[src/rtl/pipe_ctrl.sv]
`default_nettype none
// ============================================================================
//  Module   : pipe_ctrl
//  Purpose  : Stall/flush controller for the five-stage core. Merges the ID
//             load-use hazard, the MEM flush and the multi-cycle (HI/LO
//             divider) sequencing into one stall vector, drives the
//             start/cancel handshake of the multi-cycle unit with a watchdog,
//             and keeps a saturating stalled-cycle counter.
//  Ports    : clk, rst_n         clock, asynchronous active-low reset
//             stallreq_id        load-use hazard from ID
//             mc_req / mc_done   multi-cycle op in EX / unit result ready
//             flush_req          exception/redirect flush from MEM
//             cnt_clr            synchronous clear of stall_cnt
//             stall[5:0]         {rsvd, MEM/WB, EX/MEM, ID/EX, IF/ID, PC}
//             flush              flush all stage registers
//             mc_start/mc_cancel one-cycle pulses to the multi-cycle unit
//             mc_valid/mc_timeout result consumable / result timed out
//             busy               sequencer not idle
//             stall_cnt[31:0]    saturating count of stalled cycles
//  Revision : 1.0 - initial release
// ============================================================================
module pipe_ctrl #(
    parameter int unsigned TIMEOUT = 64
) (
    input  logic        clk,
    input  logic        rst_n,
    input  logic        stallreq_id,
    input  logic        mc_req,
    input  logic        mc_done,
    input  logic        flush_req,
    input  logic        cnt_clr,
    output logic [5:0]  stall,
    output logic        flush,
    output logic        mc_start,
    output logic        mc_cancel,
    output logic        mc_valid,
    output logic        mc_timeout,
    output logic        busy,
    output logic [31:0] stall_cnt
);

    typedef enum logic [1:0] {
        ST_IDLE = 2'd0,
        ST_RUN  = 2'd1,
        ST_DONE = 2'd2
    } state_t;

    localparam logic [7:0]  c_WD_LAST   = 8'(TIMEOUT - 1);
    localparam logic [31:0] c_CNT_MAX   = 32'hFFFF_FFFF;
    localparam logic [5:0]  c_STALL_MC  = 6'b001111;  // PC..EX/MEM frozen, MEM/WB takes a bubble
    localparam logic [5:0]  c_STALL_LU  = 6'b000111;  // PC..ID/EX frozen

    state_t      r_state;
    state_t      w_state_nxt;
    logic [7:0]  r_wd;
    logic [7:0]  w_wd_nxt;
    logic        r_to;
    logic        w_to_nxt;
    logic [31:0] r_stall_cnt;

    logic        w_start;
    logic        w_cancel;
    logic        w_valid;
    logic        w_tmo;
    logic [5:0]  w_stall;

    // ------------------------------------------------------------------
    // State registers
    // ------------------------------------------------------------------
    always_ff @(posedge clk or negedge rst_n) begin
        if (!rst_n) begin
            r_state <= ST_IDLE;
            r_wd    <= 8'd0;
            r_to    <= 1'b0;
        end else begin
            r_state <= w_state_nxt;
            r_wd    <= w_wd_nxt;
            r_to    <= w_to_nxt;
        end
    end

    // ------------------------------------------------------------------
    // Multi-cycle sequencer: next state and handshake pulses
    // ------------------------------------------------------------------
    always_comb begin
        w_state_nxt = r_state;
        w_wd_nxt    = r_wd;
        w_to_nxt    = r_to;
        w_start     = 1'b0;
        w_cancel    = 1'b0;
        w_valid     = 1'b0;
        w_tmo       = 1'b0;
        case (r_state)
            ST_IDLE: begin
                // A flushed instruction must never launch the unit.
                if (!flush_req && mc_req) begin
                    w_start     = 1'b1;
                    w_state_nxt = ST_RUN;
                    w_wd_nxt    = 8'd0;
                end
            end
            ST_RUN: begin
                if (flush_req) begin
                    w_cancel    = 1'b1;
                    w_state_nxt = ST_IDLE;
                end else if (mc_done) begin
                    // Done beats a simultaneous watchdog expiry.
                    w_state_nxt = ST_DONE;
                end else if (r_wd == c_WD_LAST) begin
                    w_cancel    = 1'b1;
                    w_to_nxt    = 1'b1;
                    w_state_nxt = ST_DONE;
                end else begin
                    w_wd_nxt    = r_wd + 8'd1;
                end
            end
            ST_DONE: begin
                // mc_req is still high here for the same instruction; ignore it.
                w_valid     = 1'b1;
                w_tmo       = r_to;
                w_to_nxt    = 1'b0;
                w_state_nxt = ST_IDLE;
            end
            default: begin
                w_state_nxt = ST_IDLE;
            end
        endcase
    end

    // ------------------------------------------------------------------
    // Stall vector: flush first, then multi-cycle occupancy, then load-use.
    // Depends only on state and request inputs, never on mc_done.
    // ------------------------------------------------------------------
    always_comb begin
        w_stall = 6'b000000;
        if (flush_req) begin
            w_stall = 6'b000000;
        end else if ((r_state == ST_IDLE && mc_req) || r_state == ST_RUN) begin
            w_stall = c_STALL_MC;
        end else if (stallreq_id) begin
            w_stall = c_STALL_LU;
        end
    end

    // ------------------------------------------------------------------
    // Stalled-cycle counter
    // ------------------------------------------------------------------
    always_ff @(posedge clk or negedge rst_n) begin
        if (!rst_n) begin
            r_stall_cnt <= 32'd0;
        end else if (cnt_clr) begin
            r_stall_cnt <= 32'd0;
        end else if (stall != 6'b000000 && r_stall_cnt != c_CNT_MAX) begin
            r_stall_cnt <= r_stall_cnt + 32'd1;
        end
    end

    // Combinational outputs are held at zero while reset is asserted, so
    // inputs toggling during reset never reach the pipeline.
    assign stall      = rst_n ? w_stall : 6'b000000;
    assign flush      = rst_n & flush_req;
    assign mc_start   = rst_n & w_start;
    assign mc_cancel  = rst_n & w_cancel;
    assign mc_valid   = rst_n & w_valid;
    assign mc_timeout = rst_n & w_tmo;
    assign busy       = rst_n & (r_state != ST_IDLE);
    assign stall_cnt  = r_stall_cnt;

endmodule
`default_nettype wire

[config.mk]
export PLATFORM = sky130hd
export DESIGN_NAME = pipe_ctrl
export DESIGN_NICKNAME = d
export VERILOG_FILES = /design/src/rtl/pipe_ctrl.sv
export SDC_FILE = /design/constraint.sdc
export NUM_CORES = 1
export LEC_CHECK = 0
export ABC_AREA = 1
export BUFFER_PORTS_ARGS = -buffer_cell sky130_fd_sc_hd__buf_2
export CORE_ASPECT_RATIO = 1.25
export CORE_MARGIN = 1.5
export CORE_UTILIZATION = 45
export CTS_CLUSTER_DIAMETER = 100
export CTS_CLUSTER_SIZE = 12
export DETAILED_ROUTE_END_ITERATION = 12
export GPL_ROUTABILITY_DRIVEN = 1
export PLACE_DENSITY = 0.66
export REMOVE_ABC_BUFFERS = 1
export SLEW_MARGIN = 25
export SYNTH_ARGS = -nofsm -noshare
export SYNTH_HDL_FRONTEND = slang
export SYNTH_SLANG_ARGS = --single-unit
[constraint.sdc]
create_clock -name clk -period 1.8 [get_ports clk]
set_input_delay 0.36 -clock clk [delete_from_list [all_inputs] [get_ports clk]]
set_output_delay 0.36 -clock clk [all_outputs]
set_load 0.01 [all_outputs]
# == Yosys cells after proc, flatten, opt, wreduce, memory -nomap -nowiden ==
# Index checks and enable logic that the tools add are counted.
# word_totals
elab_cells,64
inputBits,7
regBits,43
output_inout_bits,44
# op_classes
muxes,28
reduce_logical,14
bitwise,6
addsub,2
n_eq_ne,10
# op_table
op,n
$mux W32,2
$add A32 B1 Y32 const B,1
$mux W8,4
$ne A32 B32 Y1 const B,1
$pmux W8 S2,1
$mux W1,11
$ne A2 B2 Y1 const B,5
$add A8 B1 Y8 const B,1
$eq A8 B6 Y1 const B,1
$mux W2,4
$mux W4,2
$reduce_bool A2 Y1,4
$and A1 B1 Y1,6
$mux W6,1
$reduce_bool A6 Y1,1
$reduce_and A5 Y1,1
$ne A4 B4 Y1 const B,1
$pmux W2 S2,1
$reduce_and A4 Y1,1
$logic_and A1 B1 Y1,3
$mux W3,1
$eq A2 B1 Y1 const B,1
$eq A2 B2 Y1 const B,1
$logic_not A2 Y1,1
4 further kinds,4

# == Logic depth before layout (Yosys ltp) ==
# Gate-level depths: netlist of run 1.
# depth
ltp_word,10
ltp_mapped,12
ltp_nobuf,11

# == Least setup slack after synthesis of run 1 ==
# OpenSTA, ideal clock, no wires.
# synth_path
kind,register -> register
start,"register r_stall_cnt[0], in the netlist stall_cnt[0]"
end,"register r_stall_cnt[15], in the netlist stall_cnt[15]"
path_stages_with_launch,13
path_buffers,1
arrival_ns,1.649
period_less_slack_ns,1.714
path_slack_ns,0.086
path_cell_list,dfrtp_1 ha_1 inv_1 nor2_8 nand2_4 nor2_8 nand2_4 nand2_4 nand2_4 clkinv_4 buf_6 nand2_1 nand2_1
# synth_between
elab_chain_len,3
elab_cells_between_ends,6
classes_between,1 x add/sub; 1 x eq/ne; 2 x mux; 2 x reduce/logical
# synth_rtl
element,line_no,source
from (decl),59,logic [31:0] r_stall_cnt;
from (signal assigned),154,r_stall_cnt <= r_stall_cnt + 32'd1;
$add A32 B1 Y32 or $ne A32 B32 Y1 (tied branches),"154, 153",
$mux W32 or $logic_and A1 B1 Y1 (tied branches),153,end else if (stall != 6'b000000 && r_stall_cnt != c_CNT_MAX) begin
$mux W32 or $reduce_bool A2 Y1 (tied branches),n/a,
# Several ways; a longest one is shown, not always the timed one. The select of a mux whose other input is x is not followed.
# A chain may end at the register's enable or synchronous reset.

# == Worst setup path after layout of run 1 ==
# layout_path
start,register r_wd[0]
end,output port mc_cancel
# layout_between
elab_chain_len,6
# layout_rtl
element,line_no,source
from (decl),55,logic [7:0] r_wd;
from (signal assigned),77,r_wd <= w_wd_nxt;
$eq A8 B6 Y1,109,end else if (r_wd == c_WD_LAST) begin
$mux W1,109,
$mux W1,106,end else if (mc_done) begin
$mux W1,103,if (flush_req) begin
$mux W1,93,case (r_state)
$and A1 B1 Y1,163,assign mc_cancel = rst_n & w_cancel;
to (decl),35,"output logic mc_cancel,"
# Every way passes these cells.

==> flow_metrics.tcl, run 1 <==
set metrics [dict create \
    outcome "complete, but fails checks" \
    violations "setup timing" \
    core_area_mm2 0.00625 \
    wl_per_cell_um 13.4 \
    n_antenna_cell 0 \
    gp_congestion 0.943 \
    cts.reportedPaths.clkPinSlew_ns 0.09 \
    grt_pass1_wl_um 13900 \
    dp_hpwl_um 6090 \
    dr.pass1.iters 5 \
    path_cells "ha_1 -> nand2_1 -> nor2_2 -> nand4_1 -> nor3_2 -> o21ai_1 -> nor2_1 -> buf_2" \
    tightest_slew_ns 0.569 \
    nets 545 \
    htree_levels 2 \
    multi_input_area_mm2 0.00167 \
    root_buffer "clkbuf_8" \
    synth_warnings 0 \
    slowest_stage "dfrtp_1" \
    die_y_um 93.3 \
    grt_max_degree 44 \
    ff_latch_area_mm2 0.00108 \
    syn_inst 448 \
    holdWs_ns 0.254 \
    powerDensity_mw_per_mm2 504 \
    seqPwrFrac 0.535 \
    finalCriticalPeriod_ns 2.01 \
    met3_usage 0.0453 \
    switching_power_uw 521 \
    synth.distinct_cells 30 \
    grt-busiest-layer "met2" \
    critPathKind "reg2out" \
    vias 3079 \
    path_buf_inv 1 \
    drive_gt1_frac 0.227 \
    fillers 619 \
    wl_um 8320 \
    via_per_inst 4.95 \
    cap_violations 0 \
    synth_edf_count 0 \
    slew_headroom 0.620 \
    fmax_ghz 0.499 \
    synthArstFlopShare 1.00 \
    cp_top_family "simple AND/OR/NAND/NOR gates" \
    worstHoldPathType "in2async" \
    final_hold_viol_count 0 \
    placement.io_buffers 48 \
    p_leak_uw 0.00199 \
    stdcell_area_mm2 0.00367 \
    rsz0062_at_grt "true" \
    start_util 0.470 \
    period_share 1.11 \
    dpl-instance-area_mm2 0.00347 \
    worstSetupStartpointType "register" \
    grt_overflow 0 \
    setup_ws_ns -0.206 \
    fp.dieW_um 75.2 \
    path_max_fanout 2 \
    cts.sinks 43 \
    dp_slack_ns -0.0644 \
    dr.first_iter.drc_count 189 \
    cp_data_arrival_time_ns 1.65 \
    design.portCount 51 \
    die-area_mm2 0.00702 \
    p_int_uw 1330 \
    area_delta_synth_final_pct 25.1 \
    ys_ff_latch 43 \
    pwr-share-clk 0.344 \
    swShare 0.282 \
    slew_violations 0 \
    clk_latency_ns 0.32 \
    ys_seq_area_frac 0.367 \
    fin_skew_ns 0.0124 \
    use_met2 0.468 \
    cts_max_path_buffers 2 \
    cts_tree "done" \
    grt_pass1_vias 3034 \
    layout_common_cells "186 x nand2_1, 67 x nor2_1, 48 x buf_2, 42 x dfrtp_1, 41 x inv_1" \
    cp.required_ns 1.44 \
    ir_drop_uv 373 \
    syn_avg_cell_area_um2 6.55 \
    row_count 32 \
    post_synth_instance_area_mm2 0.00294 \
    antenna_found_initial 0 \
    drc 0 \
    comb_power_share 0.121 \
    final_common_cell "nand2_1" \
    synth_ff_type "dfrtp_1" \
    cp-end-kind "primary output" \
    slowest_delay_ns 0.36 \
    detail-route-antenna-nets 0 \
    gr-usage-met1 0.302 \
    cts-buffers-inserted 5 \
    finalSetupViolations 1 \
    track_usage 0.260 \
]
## final timing paths
path | to | cells past startpoint | slack [ns] | startpoint
worst max-delay path | mc_cancel | 8 | -0.21 | r_wd[0]
worst min-delay path | stall_cnt[24] | 3 | 0.25 | rst_n
worst max register to register | stall_cnt[31] | 10 | 0.12 | stall_cnt[11]
worst min register to register | r_wd[3] | 2 | 0.49 | r_wd[3]
max in group asynchronous | stall_cnt[20] | 3 | 1.14 | rst_n
min in group clk | stall_cnt[17] | 2 | 0.27 | cnt_clr
## worst register-to-register path, stage by stage, from the launching register on
cell and delay [ns]:
dfrtp_1 0.44, nand2_1 0.12, nor2_1 0.16, nand2_1 0.15, nor2_8 0.18, nand2_4 0.09
nand2_4 0.08, nand2_4 0.08, inv_8 0.17, nand2_1 0.08, nand2_1 0.07
## synth_stat cells (3+ instances only)
cell type  count  area share
o21bai_1       3      0.0077
nand3_1       26       0.044
nand3b_1       5       0.013
nand4_1       24       0.051
or2_2          8       0.017
a21oi_1        3      0.0051
inv_1         41       0.052
o21ai_0        3      0.0051
nand2_4        4       0.015
nor2_1        70       0.090
nand2_1      186        0.24
dfrtp_1       43        0.37
buf_4          5       0.013
xnor2_1        4       0.012
## cells by family (layout without fill, tap and decap cells)
logic type | after synthesis | in the layout | share of synthesized area
AO/OA/AOI/OAI | 11 | 12 | 0.0264
flip-flops | 43 | 43 | 0.367
XOR/XNOR | 6 | 6 | 0.0179
buffers and inverters | 53 | 140 | 0.0814
other | 1 | 2 | 0.00128
AND/OR/NAND/NOR | 332 | 332 | 0.498
adder cells (fa/ha/maj) | 2 | 2 | 0.00852
## through the flow
stage	power (uW)	cells	util	setup TNS, ns
floorplan	1110	439	-	0
global placement	1210	606	0.555	-0.407
detailed placement	1210	606	0.555	-1.19
CTS	1850	618	0.576	-0.212
global route	1940	622	0.588	-0.443
finish	1850	622	0.588	-0.206
## area by class of cell
class	instances	share of cell area
tap	85	0.0290
inverter	43	0.0460
timing repair buffer	89	0.156
clock inverter	1	0.00136
sequential	43	0.293
multi-input combinational	354	0.453
clock buffer	7	0.0208
## state kept, by name, indices dropped and copies added (netlist names)
signal	cells
r_to	1
r_wd	8
r_state	2
stall_cnt	32
## power groups by stage
stage	Combinational (uW)	Clock, uW	Sequential [uW]
after floorplan	97.3	0	1010
after global placement	199	0	1010
after detailed placement	203	0	1010
after CTS	214	647	990
after global routing	251	700	991
final	224	636	989
## timing repair
action,in CTS,in global routing
resized for setup,3,7
pin swaps,3,5
gates cloned,1,0
setup endpoints to repair,27,38
hold buffers,0,0
setup buffers,3,4
## layer usage
layer  up-vias  routed length (um)
met2        80                4340
met5         -                   0
met3        18                 405
met1      1407                3370
li1       1574                   -
met4         0                 206
No activity file was read; power rests on OpenSTA's default activity.
==> run 2: changes to the inputs <==
--- a/config.mk
+++ b/config.mk
@@ -9,12 +9,12 @@
 export BUFFER_PORTS_ARGS = -buffer_cell sky130_fd_sc_hd__buf_2
 export CORE_ASPECT_RATIO = 1.25
 export CORE_MARGIN = 1.5
-export CORE_UTILIZATION = 45
+export CORE_UTILIZATION = 56
 export CTS_CLUSTER_DIAMETER = 100
 export CTS_CLUSTER_SIZE = 12
 export DETAILED_ROUTE_END_ITERATION = 12
 export GPL_ROUTABILITY_DRIVEN = 1
-export PLACE_DENSITY = 0.66
+export PLACE_DENSITY = 0.8
 export REMOVE_ABC_BUFFERS = 1
 export SLEW_MARGIN = 25
 export SYNTH_ARGS = -nofsm -noshare
==> run 2 against run 1 <==
- the run still ends with setup timing left
- utilization increased by 11 points
- count of clock-buffer cells in the layout decreased by 2
- global-route usage rose by 4.2 points
- worst setup slack got worse by 0.00057 ns
- fmax is essentially flat
- design area is 2.8% lower
- sequential power barely moved
- hold slack worse by 0.047 ns
- largest cell class unchanged
==> flow_metrics.tcl, run 2 (synthesized netlist as in run 1, its figures left out) <==
set metrics [dict create \
    cts-buffers-inserted 5 \
    dp.cells 576 \
    r2r_cells 10 \
    powerDensity_mw_per_mm2 510 \
    ff2ff_setup_slack_ns 0.08 \
    slowest_stage "dfrtp_1" \
    switching_power_uw 507 \
    cap_violations 0 \
    cts_tree "done" \
    die-area_mm2 0.00569 \
    cts_max_path_buffers 2 \
    design.portCount 51 \
    p_leak_uw 0.00195 \
    comb_power_share 0.118 \
    rsz0062_at_grt "true" \
    root_buffer "clkbuf_8" \
    reg2reg_to "r_wd[6]" \
    area_delta_synth_final_pct 21.6 \
    dpl-instance-area_mm2 0.00339 \
    cp_data_arrival_time_ns 1.65 \
    cp-end-kind "primary output" \
    htree_levels 2 \
    grt_overflow 0 \
    placement.io_buffers 48 \
    tightest_slew_ns 0.571 \
    final_common_cell "nand2_1" \
    setup_tns_ns -0.206 \
    p_int_uw 1310 \
    seqPwrFrac 0.544 \
    finalCriticalPeriod_ns 2.01 \
    fillers 466 \
    n_antenna_cell 0 \
    core_area_mm2 0.00508 \
    wl_um 8150 \
    slew_violations 0 \
    wl_per_cell_um 13.8 \
    stdcell_count 589 \
    setup_ws_ns -0.206 \
    dp_hpwl_um 5950 \
    fp.dieW_um 67.8 \
    dr.first_iter.drc_count 212 \
    die_y_um 83.9 \
    clk_latency_ns 0.30 \
    period_share 1.11 \
    track_usage 0.303 \
    worstHoldPathType "in2async" \
    grt_pass1_wl_um 13200 \
    via_per_inst 5.26 \
    pwr-share-clk 0.339 \
    final_hold_viol_count 0 \
    cts.reportedPaths.clkPinSlew_ns 0.09 \
    vias 3098 \
    fin_total_pwr_uw 1820 \
    slowest_delay_ns 0.37 \
    dp_slack_ns 0.0359 \
    critPathKind "reg2out" \
    detail-route-antenna-nets 0 \
    layout_common_cells "182 x nand2_1, 67 x nor2_1, 48 x buf_2, 43 x dfrtp_1, 41 x inv_1" \
    outcome "complete, but fails checks" \
    path_cells "ha_2 -> nand2_2 -> nor2_4 -> nand4_1 -> nor3_2 -> o21ai_1 -> nor2_1 -> buf_2" \
    dr.pass1.iters 4 \
    fmax_ghz 0.498 \
    fin_skew_ns 0.00520 \
    row_count 29 \
    antenna_found_initial 0 \
    swShare 0.278 \
    path_max_fanout 4 \
    r2r_start "r_wd[1]" \
    grt_pass1_vias 2953 \
    gp_congestion 0.921 \
    grt_max_degree 44 \
    start_util 0.578 \
    cp.required_ns 1.44 \
    nets 535 \
    drc 0 \
    largest_reg_flops 32 \
    drive_gt1_frac 0.224 \
    cts.sinks 43 \
    ir_drop_uv 481 \
    stdcell_area_mm2 0.00357 \
    finalSetupViolations 1 \
    violations "setup timing" \
    worstSetupStartpointType "register" \
    ctsHoldBuffers 0 \
    slew_headroom 0.620 \
]
-- run 2: power groups by stage --
stage	clock, uW	sequential (uW)	combinational, uW
after floorplan	0	1010	97.3
after CTS	630	990	201
final	617	990	214
after global placement	0	1010	192
after detailed placement	0	1010	196
after global routing	663	991	238
-- run 2: final cells by class --
cell class,count,area [um^2],share of cell area
inverters,43,174,0.0487
clock buffers,5,68.8,0.0193
repair buffers,79,473,0.132
multi-input cells,354,1690,0.472
clock inverters,3,15.0,0.00421
flip-flops and latches,43,1080,0.301
well taps,62,77.6,0.0217
-- run 2: repair_timing --
item,4_1_cts,5_1_grt
pin swaps,1,4
endpoints found under the hold margin,0,0
gates cloned,0,1
setup buffers,2,3
resized for setup,1,16
setup endpoints to repair,1,39
-- run 2: worst max path at each step --
stage                            start            end  slack [ns]  cells after the start
after floorplan           stall_cnt[0]  stall_cnt[10]        0.09                      8
after global placement         r_wd[1]      mc_cancel        0.05                      8
after detailed placement       r_wd[1]      mc_cancel        0.04                      8
after CTS                      r_wd[1]      mc_cancel       -0.22                      8
after global routing           r_wd[1]      mc_cancel       -0.33                      8
final                          r_wd[1]      mc_cancel       -0.21                      8
-- run 2: per-layer routing --
layer  up-vias  GRT usage  share of wire
li1       1560          -              -
met1      1418      0.359           0.40
met2        97      0.529           0.52
met3        23     0.0432          0.048
met4         0      0.122          0.031
met5         -          0              0
-- run 2: metrics by stage --
step | hold slack, ns | utilization
after floorplan | 0.0644 | -
after global placement | 0.459 | 0.667
after detailed placement | 0.462 | 0.667
after CTS | 0.214 | 0.687
after global routing | 0.245 | 0.703
final | 0.207 | 0.703
-- run 2: critical path, delay by kind of cell, from the launching register on --
kind,cells,cell delay [ns]
AOI/OAI and AO/OA,1,0.07
adders and majority gates,1,0.19
buffers and inverters,1,0.13
DFF,1,0.37
and+or+nand+nor,5,0.58
